[config.mk]
export PLATFORM = sky130hd
export DESIGN_NAME = exe_hazard_ctrl
export DESIGN_NICKNAME = d
export VERILOG_FILES = /design/src/rtl/exe_ctrl_pkg.sv /design/src/rtl/fwd_compare.sv /design/src/rtl/exe_hazard_ctrl.sv
export SDC_FILE = /design/constraint.sdc
export NUM_CORES = 1
export LEC_CHECK = 0
export CORE_UTILIZATION = 55
export CTS_CLUSTER_DIAMETER = 50
export DETAILED_ROUTE_END_ITERATION = 8
export GPL_TIMING_DRIVEN = 0
export PLACE_DENSITY = 0.83
export SLEW_MARGIN = 10
export SYNTH_ARGS = -nofsm -noshare
export SYNTH_HDL_FRONTEND = slang
export SYNTH_SLANG_ARGS = --single-unit
[constraint.sdc]
create_clock -name clk -period 4.61 [get_ports clk]
set_input_delay 0.922 -clock clk [delete_from_list [all_inputs] [get_ports clk]]
set_output_delay 0.922 -clock clk [all_outputs]
set_load 0.05 [all_outputs]
[src/rtl/exe_ctrl_pkg.sv]
// Shared types for the EXE-stage hazard/forwarding controller.
//   ex_slot_t  : register-index shadow of the instruction sitting in EX
//   mem_slot_t : destination info of the instruction sitting in MEM
//   wb_slot_t  : destination info of the instruction sitting in WB
//   state_t    : sequencing state (RUN / FREEZE)
//   REG_ZERO   : index of the hard-wired zero register
// Slot valid bits are kept outside the structs so they can be reset
// independently of the index fields.
package exe_ctrl_pkg;

  localparam logic [4:0] REG_ZERO = 5'd0;

  typedef enum logic {
    RUN    = 1'b0,
    FREEZE = 1'b1
  } state_t;

  typedef struct packed {
    logic [4:0] rs;
    logic [4:0] rt;
    logic       uses_rs;
    logic       uses_rt;
    logic [4:0] dst;
    logic       regwrite;
    logic       memread;
  } ex_slot_t;

  typedef struct packed {
    logic [4:0] dst;
    logic       regwrite;
    logic       memread;
  } mem_slot_t;

  // The WB copy of memread has no consumer: a load that has reached WB
  // forwards exactly like an ALU result.
  typedef struct packed {
    logic [4:0] dst;
    logic       regwrite;
  } wb_slot_t;

endpackage

[src/rtl/fwd_compare.sv]
// Forwarding comparator for one EX source operand.
// Ports:
//   src_en        : EX slot valid and the operand is actually read
//   src_idx       : register index of the operand
//   mem_vld/mem_* : MEM slot valid, destination, regwrite, memread
//   wb_vld/wb_*   : WB slot valid, destination, regwrite
//   mem_fwd       : take the MEM-stage ALU result
//   wb_fwd        : take the WB-stage value (only when MEM does not match)
module fwd_compare (
  input  logic       src_en,
  input  logic [4:0] src_idx,
  input  logic       mem_vld,
  input  logic [4:0] mem_dst,
  input  logic       mem_regwrite,
  input  logic       mem_memread,
  input  logic       wb_vld,
  input  logic [4:0] wb_dst,
  input  logic       wb_regwrite,
  output logic       mem_fwd,
  output logic       wb_fwd
);

  // A load in MEM has no result yet; the load-use stall keeps its
  // consumer out of EX until the load reaches WB.
  assign mem_fwd = src_en & mem_vld & mem_regwrite & ~mem_memread &
                   (mem_dst == src_idx);

  // MEM wins over WB so the youngest producer supplies the value.
  assign wb_fwd  = src_en & wb_vld & wb_regwrite & (wb_dst == src_idx) &
                   ~mem_fwd;

endmodule

[src/rtl/exe_hazard_ctrl.sv]
// EXE-stage sequencing and forwarding controller for the 5-stage MIPS
// pipeline. Shadows the register indices of the EX, MEM and WB slots and
// derives forwarding selects, load-use stall control and memory freeze.
// Ports:
//   clk, reset                     : clock, synchronous active-high reset
//   id_valid, id_rs/rt/rd          : instruction present in ID and its fields
//   id_uses_rs/rt, id_regdst       : operand usage, destination select
//   id_regwrite, id_memread        : writes a register / is a load
//   flush                          : squash the instruction entering EX
//   mem_busy                       : data memory stall, freeze everything
//   memAdelant_rs/rt, wbAdelant_rs/rt : forwarding selects for EX operands
//   ALU_enable                     : EX slot holds a valid instruction
//   pc_hold, ifid_hold, idex_bubble : front-end stall controls
//   stall_count                    : saturating count of load-use stalls
module exe_hazard_ctrl
  import exe_ctrl_pkg::*;
#(
  parameter int CNT_W = 16
) (
  input  logic             clk,
  input  logic             reset,
  input  logic             id_valid,
  input  logic [4:0]       id_rs,
  input  logic [4:0]       id_rt,
  input  logic [4:0]       id_rd,
  input  logic             id_uses_rs,
  input  logic             id_uses_rt,
  input  logic             id_regdst,
  input  logic             id_regwrite,
  input  logic             id_memread,
  input  logic             flush,
  input  logic             mem_busy,
  output logic             memAdelant_rs,
  output logic             memAdelant_rt,
  output logic             wbAdelant_rs,
  output logic             wbAdelant_rt,
  output logic             ALU_enable,
  output logic             pc_hold,
  output logic             ifid_hold,
  output logic             idex_bubble,
  output logic [CNT_W-1:0] stall_count
);

  function automatic logic [CNT_W-1:0] sat_inc(input logic [CNT_W-1:0] v);
    return (&v) ? v : v + 1'b1;
  endfunction

  state_t     state_q, state_d;
  logic       vld_p0, vld_p1, vld_p2;
  ex_slot_t   ex_p0;
  mem_slot_t  mem_p1;
  wb_slot_t   wb_p2;

  logic       advance;
  logic       stall_inc;
  logic       hz;
  logic [4:0] id_dst;
  logic       id_wr;

  // ID decode into slot form
  assign id_dst = id_regdst ? id_rd : id_rt;
  // Writes to $0 are dropped here so $0 can never become a forwarding source.
  assign id_wr  = id_regwrite & (id_dst != REG_ZERO);

  assign hz = id_valid & vld_p0 & ex_p0.memread & ex_p0.regwrite &
              ((id_uses_rs & (id_rs == ex_p0.dst)) |
               (id_uses_rt & (id_rt == ex_p0.dst)));

  // Sequencing: mem_busy outranks flush, flush outranks the hazard.
  always_comb begin
    state_d     = state_q;
    advance     = 1'b0;
    stall_inc   = 1'b0;
    pc_hold     = 1'b0;
    ifid_hold   = 1'b0;
    idex_bubble = 1'b0;
    case (state_q)
      RUN: begin
        if (mem_busy) begin
          state_d   = FREEZE;
          pc_hold   = 1'b1;
          ifid_hold = 1'b1;
        end else begin
          advance = 1'b1;
          if (hz && !flush) begin
            pc_hold     = 1'b1;
            ifid_hold   = 1'b1;
            idex_bubble = 1'b1;
            stall_inc   = 1'b1;
          end
        end
      end
      FREEZE: begin
        pc_hold   = 1'b1;
        ifid_hold = 1'b1;
        if (!mem_busy) begin
          state_d = RUN;
        end
      end
      default: begin
        state_d = RUN;
      end
    endcase
  end

  // Control registers: state, slot valids, stall counter
  always_ff @(posedge clk) begin
    if (reset) begin
      state_q     <= RUN;
      vld_p0      <= 1'b0;
      vld_p1      <= 1'b0;
      vld_p2      <= 1'b0;
      stall_count <= '0;
    end else begin
      state_q <= state_d;
      if (stall_inc) begin
        stall_count <= sat_inc(stall_count);
      end
      if (advance) begin
        vld_p0 <= id_valid & ~flush & ~hz;
        vld_p1 <= vld_p0;
        vld_p2 <= vld_p1;
      end
    end
  end

  // Slot index fields; meaningless while the matching valid is low
  always_ff @(posedge clk) begin
    if (advance) begin
      ex_p0.rs       <= id_rs;
      ex_p0.rt       <= id_rt;
      ex_p0.uses_rs  <= id_uses_rs;
      ex_p0.uses_rt  <= id_uses_rt;
      ex_p0.dst      <= id_dst;
      ex_p0.regwrite <= id_wr;
      ex_p0.memread  <= id_memread;
      mem_p1.dst      <= ex_p0.dst;
      mem_p1.regwrite <= ex_p0.regwrite;
      mem_p1.memread  <= ex_p0.memread;
      wb_p2.dst      <= mem_p1.dst;
      wb_p2.regwrite <= mem_p1.regwrite;
    end
  end

  // EX operand forwarding, evaluated from the current slots
  fwd_compare u_fwd_rs (
    .src_en       (vld_p0 & ex_p0.uses_rs),
    .src_idx      (ex_p0.rs),
    .mem_vld      (vld_p1),
    .mem_dst      (mem_p1.dst),
    .mem_regwrite (mem_p1.regwrite),
    .mem_memread  (mem_p1.memread),
    .wb_vld       (vld_p2),
    .wb_dst       (wb_p2.dst),
    .wb_regwrite  (wb_p2.regwrite),
    .mem_fwd      (memAdelant_rs),
    .wb_fwd       (wbAdelant_rs)
  );

  fwd_compare u_fwd_rt (
    .src_en       (vld_p0 & ex_p0.uses_rt),
    .src_idx      (ex_p0.rt),
    .mem_vld      (vld_p1),
    .mem_dst      (mem_p1.dst),
    .mem_regwrite (mem_p1.regwrite),
    .mem_memread  (mem_p1.memread),
    .wb_vld       (vld_p2),
    .wb_dst       (wb_p2.dst),
    .wb_regwrite  (wb_p2.regwrite),
    .mem_fwd      (memAdelant_rt),
    .wb_fwd       (wbAdelant_rt)
  );

  assign ALU_enable = vld_p0;

endmodule

[After elaboration in Yosys (flattened, before gate mapping)]
Cells that the tools add are included.
W data, S select, Z words.
Operators by class
  eq/ne operators: 6
  reductions and logical operators: 5
  multiplexer cells: 9
  add/subtract/negate cells: 1
  bitwise operators: 35
Operator list (number)
  $eq A5 B5 Y1: 6
  $and A1 B1 Y1: 27
  $add A16 B1 Y16 const B: 1
  $reduce_and A16 Y1: 1
  $mux W1: 7
  $not A1 Y1: 7
  $mux W5: 1
  $reduce_bool A5 Y1: 1
  $pmux W1 S2: 1
  $reduce_and A2 Y1: 1
  $logic_and A1 B1 Y1: 1
  $logic_not A1 Y1: 1
  $or A1 B1 Y1: 1
Word-level totals
  output and inout port bits: 24
  word-level logic and storage cells: 73
  flip-flop bits (word level): 52
  bits of input ports: 25

[Logic depth before layout (Yosys ltp)]
  depth after elaboration: 9
  gate-level depth with buffers: 7
  gate-level depth less buffers: 6

[By module]
From an unflattened synthesis, not the netlist that was laid out.
Second synthesis, totals
  cell total of the unflattened synthesis: 218
  area, all modules: 2507.4 sq um
By module, submodules not included
  exe_hazard_ctrl: times used 1, area each 2227.1 sq um, seq. area each 1361.3 sq um, cells each 184
  fwd_compare: times used 2, area each 140.1 sq um, seq. area each 0.0 sq um, cells each 17

[Worst setup path after synthesis]
OpenSTA, ideal clock, no wires.
  path kind: in2out
  start point: input port mem_busy
  end point: output port pc_hold
  cell stages on the path: 3
  required time: 3688 ps
  buffers on the path: 1
  setup slack: -379 ps
  data arrival time: 4067 ps
  cell sequence: nor2_1 o21ai_0 buf_4
On the way
  longest elaborated chain between the ends: 2
Ends and longest elaborated chain
  start, declared: line exe_hazard_ctrl.sv:32  | input logic mem_busy,
  $mux W1
  $pmux W1 S2
  end, declared: line exe_hazard_ctrl.sv:38  | output logic pc_hold,
Every way passes these cells.

[Final worst setup path]
  start point: input port id_rt[0]
  end point: output port pc_hold
On the way
  longest elaborated chain between the ends: 8
Ends and longest elaborated chain
  start, declared: line exe_hazard_ctrl.sv:24  | input logic [4:0] id_rt,
  $eq A5 B5 Y1: line exe_hazard_ctrl.sv:67  | (id_uses_rt & (id_rt == ex_p0.dst)));
  $and A1 B1 Y1: line exe_hazard_ctrl.sv:67
  $or A1 B1 Y1: line exe_hazard_ctrl.sv:66  | ((id_uses_rs & (id_rs == ex_p0.dst)) |
  $and A1 B1 Y1: line exe_hazard_ctrl.sv:65  | assign hz = id_valid & vld_p0 & ex_p0.memread & ex_p0.regwrite &
  $logic_and A1 B1 Y1: line exe_hazard_ctrl.sv:85  | if (hz && !flush) begin
  $mux W1: line exe_hazard_ctrl.sv:85
  $mux W1: line exe_hazard_ctrl.sv:79  | if (mem_busy) begin
  $pmux W1 S2: line exe_hazard_ctrl.sv:77  | case (state_q)
Every way passes these cells.

==> key figures <==
Timing
  • Max Clock Freq: 0.230 GHz
  • Crit share post-route: 94.4%
  • Hold_ws: 0.471 ns
  • Hold Fails Final Rpt: 0
  • TNS Setup: 0 ns
  • Unrepaired setup endpoints after global routing: false
  • Max Transition Viols Final: 0
  • Pin slew with the least headroom to its limit: 0.666 ns
  • Final count of negative-setup-slack endpoints: 0
  • Final Skew: 0.00679 ns
  • Crit path time final: 4.35 ns
  • Rel. slew slack: 55.3%

Floorplan
  • Initial Util: 59.0%
  • Core area: 4140 sq um
  • FP Rows: 23
  • Die W: 68.7 um
  • Die Y: 68.7 um
  • Die area: 4720 sq um
  • I/O pins: 49

Synthesis
  • Top cell type's share of synthesized area: 39.3%
  • Synthesized area per cell: 11.9 sq um
  • Ys Warns: 0
  • Sequential share of the synthesized area: 55.7%
  • Syn Std Cell Area: 2440 sq um
  • Largest cells by area after synthesis: edfxtp_1 39%, dfxtp_1 16%, xnor2_1 6.8%
  • Seq cells post-synth: 52
  • Synth area leader: edfxtp_1
  • Synth cell types: 38
  • EDFF count, synth: 32
  • Top_reg_cell synth: edfxtp_1
  • Syn nets: 231
  • Async set-reset flop share out of synthesis: 0%
  • Cells after Synth: 205

Finish
  • Post-route insts no fill: 312
  • Fillers: 301
  • Multi-input gate area: 1040 sq um
  • Cell area after layout: 3100 sq um
  • Layout cells sized above 1: 10.7%
  • Layout Nets: 287
  • # diodes: 0
  • Reg area: 1360 sq um
  • Syn-to-layout area delta: 26.8%

Clocking
  • Postcts setup bufs: 0
  • Num CTS Buffers: 5
  • CTS tree: built
  • Skew-Pair Late Insertion Delay: 0.29 ns
  • Depth of the CTS H-tree: 2
  • Sink Count: 52
  • Clock tree buffer depth: 2
  • Reg clk slew, reported paths: 0.09 ns
  • Root buf cell: clkbuf_8
  • Cts hold-fix bufs: 0
  • # resized after CTS: 0

Min path
  • Hold WC Path Type: reg2reg
  • Hold path start: vld_p1

Global route
  • Initial antenna violation count: 0
  • Global route overflow: 0
  • All-Layer GR Usage: 23.4%
  • Number of global-route vias before repair: 1722
  • Pin count of the biggest net entering global routing: 35
  • First-pass GRT wire length: 7.99 mm

Placed design
  • Placed insts: 304
  • DPL Wire Length: 3.77 mm
  • Cell area after placement: 3020 sq um
  • IO buf count: 48
  • Gpl congestion: 0.762

Detailed routing
  • DRC: 0
  • Routed vias/inst: 5.87
  • DR WL/cell: 16.0 um
  • DR pass1 iterations: 4
  • Vias: 1831
  • Routed wire length: 4.98 mm
  • Post-DRT Antenna Nets: 0
  • Iteration-0 DRC Markers: 151

Setup path
  • Startpoint Class: input pin
  • Crit path kind: in2out
  • CP arrival: 3.43 ns
  • Worst R2R Start: ex_p0[2]
  • Worst setup EP type: output port
  • Peak fanout along the critical path: 10
  • CP startpoint: id_rt[0]
  • Crit path required time: 3.69 ns

Pwr
  • Leak: 0.000977 uW
  • Power per cell area: 280 nW/um^2
  • Peak supply drop: 197 uV

Status
  • Status: complete, no violations

Flow run
  • Max-cap violations: 0
-- worst max-delay path, cell delays in order --
cell	delay, ns
clkdlybuf4s50_1	0.52
xnor2_1	0.14
nand4_1	0.18
nor4_4	0.29
nor2_2	0.16
o21ai_0	0.27
buf_4	0.15
clkdlybuf4s50_1	0.78
-- stage by stage --
stage	utilization (%)	power, uW	setup slack [ns]
2_1_floorplan	-	585	0.428
3_3_place_gp	72.2	622	-0.271
5_1_grt	74.8	904	0.0791
3_5_place_dp	72.8	629	0.247
4_1_cts	74.8	869	0.248
6_report	74.8	867	0.256
-- placed cells by master, fill, tap and decap left out, drive strengths merged --
master and n:
a21boi 1, a21oi 17, a41oi 1, and3 4
and4 1, buf 6, clkbuf 6, clkdlybuf4s50 48
clkinv 1, clkinvlp 1, dfxtp 20, edfxtp 32
ha 1, inv 2, mux2 6, nand2 8
nand2b 1, nand3 9, nand4 9, nand4b 1
nor2 6, nor2b 2, nor3 5, nor4 6
o211ai 2, o21ai 13, o31ai 6, or3 10
or3b 1, or4 5, xnor2 19, xor2 12
-- flip-flops by register name (all words and copies together), names as in the netlist --
| name | cells |
|---|---|
| ex_p0 | 19 |
| state_q | 1 |
| vld_p2 | 1 |
| mem_p1 | 7 |
| vld_p1 | 1 |
| wb_p2 | 6 |
| ALU_enable | 1 |
| stall_count | 16 |
-- layer usage --
| layer | share of wire, % | global-route usage (%) |
|---|---|---|
| met1 | 46 | 33.1 |
| met2 | 48 | 36.9 |
| met3 | 4.8 | 4.28 |
| met4 | 0.96 | 6.25 |
| met5 | 0 | 0 |
-- layout make-up --
type,count,share of cell area (%)
buffer,5,1.37
clock inverter,2,0.363
clock buffer,6,2.34
tap,50,2.02
sequential,52,43.9
multi-input combinational,146,33.6
inverter,2,0.242
timing repair buffer,49,16.1
-- cells in the mapped netlist, types with 2 or more instances --
master    instances
edfxtp_1         32
dfxtp_1          20
xnor2_1          19
a21oi_1          17
o21ai_0          12
xor2_1           12
or3_1            10
nand4_1           9
nand2_1           8
nand3_1           8
o31ai_1           6
mux2_2            5
nor2_1            5
or4_1             5
nor4_1            4
and3_1            3
nor3_1            3
buf_4             2
buf_6             2
inv_1             2
nor2b_1           2
nor3_2            2
nor4_4            2
-- logic make-up after synthesis --
family                     after synthesis  synth area share (%)
buffers and inverters                    7                  2.05
DFF                                     52                  55.7
AOI/OAI and AO/OA                       40                  9.93
and+or+nand+nor                         68                  18.0
xor gates and xnor gates                31                  11.1
muxes                                    6                  2.76
adders and majority gates                1                 0.512
-- power by group --
group / total, uW / internal [uW] / switching [uW] / leakage [uW]
clock: 249 / 106 / 144 / 0.0000388
sequential: 531 / 515 / 16.8 / 0.000468
combinational: 86.7 / 46.3 / 40.4 / 0.000470
total: 867 / 667 / 201 / 0.000977
-- path summary, 6_finish.rpt --
kind	to	slack [ns]	cells after the start
setup / recovery	pc_hold	0.26	8
hold / removal	vld_p2	0.47	2
hold reg to reg	vld_p2	0.47	2
setup reg to reg	stall_count[7]	2.58	6
(Power assumes the default switching activity.)
==> RTL change: new RTL, same settings <==
Reset style: asynchronous (`reset`), changed in one clocked block. Comments in the files are not updated.
--- a/src/rtl/exe_hazard_ctrl.sv
+++ b/src/rtl/exe_hazard_ctrl.sv
@@ -104,7 +104,7 @@
   end
 
   // Control registers: state, slot valids, stall counter
-  always_ff @(posedge clk) begin
+  always_ff @(posedge clk or posedge reset) begin
     if (reset) begin
       state_q     <= RUN;
       vld_p0      <= 1'b0;
Check against the original RTL: differs if reset is asserted again (counterexample within 4 cycles, from zero or initial values and one cycle with reset high); with reset held inactive, the same outputs for 10 cycles.
==> RTL change against the original RTL <==
Routed wire length up 0.34%. Total power decreased by 0.47%. Global-route usage is 0.56 points higher. Cell area down 0.85%. Setup slack worse by 160 ps. Sequential cell count unchanged. Area after synthesis shrank 1.2%. Final cell count decreased by 8.0%. Largest cell class unchanged.
==> RTL change: results (changes against the original RTL) <==
| Metric | Value |
|---|---|
| Status | complete, no violations (unchanged) |
| Highest cell delay on the worst timing path | 890 ps (was 780 ps) |
| Worst-path clk slew | 90 ps (about the same) |
| Mean routed wirelength per cell | 17.4 µm (was 16.0 µm) |
| Post-CTS Setup Bufs | 0 (unchanged) |
| CTS H-tree depth | 2 (unchanged) |
| Largest net degree at the start of global routing | 30 (was 35) |
| Antenna cells | 0 (unchanged) |
| Peak VDD IR | 0.202 mV (was 0.197 mV) |
| DR iter-0 viols | 105 (was 151) |
| Met3 wire len | 227 µm (was 238 µm) |
| Pre-CTS setup slack | 54.7 ps (was 247 ps) |
| Largest regs | ex_p0 x19, stall_count x16, mem_p1 x7 (unchanged) |
| Number of distinct library cells after synthesis | 35 (was 38) |
| Clk_lat worst skew | 310 ps (was 290 ps) |
| LEAKAGE | 1.12 nW (was 0.977 nW) |
| Vias in the first global route | 1649 (was 1722) |
| Post-DP HPWL | 3810 µm (was 3770 µm) |
| Avg Vias per Cell | 5.60 (was 5.87) |
| Sequential area share after synthesis | 0.605 (was 0.557) |
| Port-buffer cells | 48 (unchanged) |
| Synth area leaders | edfxtp_1, dfrtp_1, xnor2_1 (was edfxtp_1, dfxtp_1, xnor2_1) |
| Final Skew | 9.96 ps (was 6.79 ps) |
| Share of layout cells above drive strength 1 | 0.110 (was 0.107) |
| Uppermost layer routed | met4 (unchanged) |
| Crit path max fanout | 3 (was 10) |
| Number of nets in the layout | 262 (was 287) |
| RD Place Congestion | 0.844 (was 0.762) |
| First-pass GRT wire length | 7910 µm (was 7990 µm) |
| Synth cell count leaders | xnor2_1, edfxtp_1, dfrtp_1, nand2_1, xor2_1 (was edfxtp_1, dfxtp_1, xnor2_1, a21oi_1) |
| Total GRT Usage | 0.240 (was 0.234) |
| Asr flop ratio synth | 0.385 (was 0) |
| Relative slew slack | 0.479 (was 0.553) |
| Met1 wire length | 2250 µm (was 2290 µm) |
| Routed wl met2 | 2420 µm (was 2400 µm) |
| CP Data Arrival Time | 3600 ps (was 3430 ps) |
| Synth Net Count | 206 (was 231) |
| Hold crit path type | reg2reg (unchanged) |
| Fillers | 254 (was 301) |
| Cts repair resizes | 0 (unchanged) |
[RTL change: cell type report]
| class | instances | area [µm²] | area share |
|---|---|---|---|
| Timing Repair Buffer | 49 | 503 | 0.164 |
| Multi-Input combinational cell | 122 | 927 | 0.302 |
| Sequential cell | 52 | 1460 | 0.476 |
| Clock inverter | 2 | 11.3 | 0.00366 |
| Clock buffer | 6 | 72.6 | 0.0236 |
| Inverter | 3 | 11.3 | 0.00366 |
| Buffer | 3 | 23.8 | 0.00774 |
| Tap cell | 50 | 62.6 | 0.0204 |
[RTL change: through the flow]
stage	setup TNS [ps]	std cells	hold slack (ps)	instance area (µm²)
global placement	-212	278	438	2960
floorplan	0	180	426	2420
finish	0	287	477	3070
CTS	0	287	478	3070
detailed placement	0	279	457	2990
global route	0	287	490	3070
[RTL change: layer usage]
metal,vias up,track usage
met5,-,0
met2,55,0.386
met1,776,0.319
met4,0,0.104
li1,767,-
met3,10,0.0400
[RTL change: path summary, 6_finish.rpt]
path	startpoint	to	slack, ps	cells after the start
max in group asynchronous	reset	stall_count[0]$_DFFE_PP0P_	3060	2
worst min register to register	mem_p1[1]$_DFFE_PP_	wb_p2[0]$_DFFE_PP_	480	0
min in group asynchronous	reset	stall_count[15]$_DFFE_PP0P_	1060	2
worst max register to register	ex_p0[5]$_DFFE_PP_	stall_count[13]$_DFFE_PP0P_	2620	6
worst min-delay path	mem_p1[1]$_DFFE_PP_	wb_p2[0]$_DFFE_PP_	480	0
worst max-delay path	id_rt[3]	ifid_hold	90	6
[RTL change: power by group]
group	switching (W)	leakage, nW	internal [W]
Combinational	0.0000393	0.509	0.0000445
Sequential	0.0000148	0.575	0.000515
Clock	0.000144	0.0388	0.000106
Total	0.000198	1.12	0.000665
[RTL change: cells by family after synthesis]
kind of cell / count (synthesis) / synth area share
xor gates and xnor gates: 45 / 0.163
and+or+nand+nor: 62 / 0.153
adders and majority gates: 1 / 0.00518
buffers and inverters: 6 / 0.0145
DFF: 52 / 0.605
AOI/OAI and AO/OA: 6 / 0.0202
muxes: 8 / 0.0388
[RTL change: critical path, delay by kind of cell]
family,cells,cell delay [ps]
AO/OA/AOI/OAI,2,690
AND/OR/NAND/NOR,1,460
buffers and inverters,2,1350
XOR/XNOR,1,180
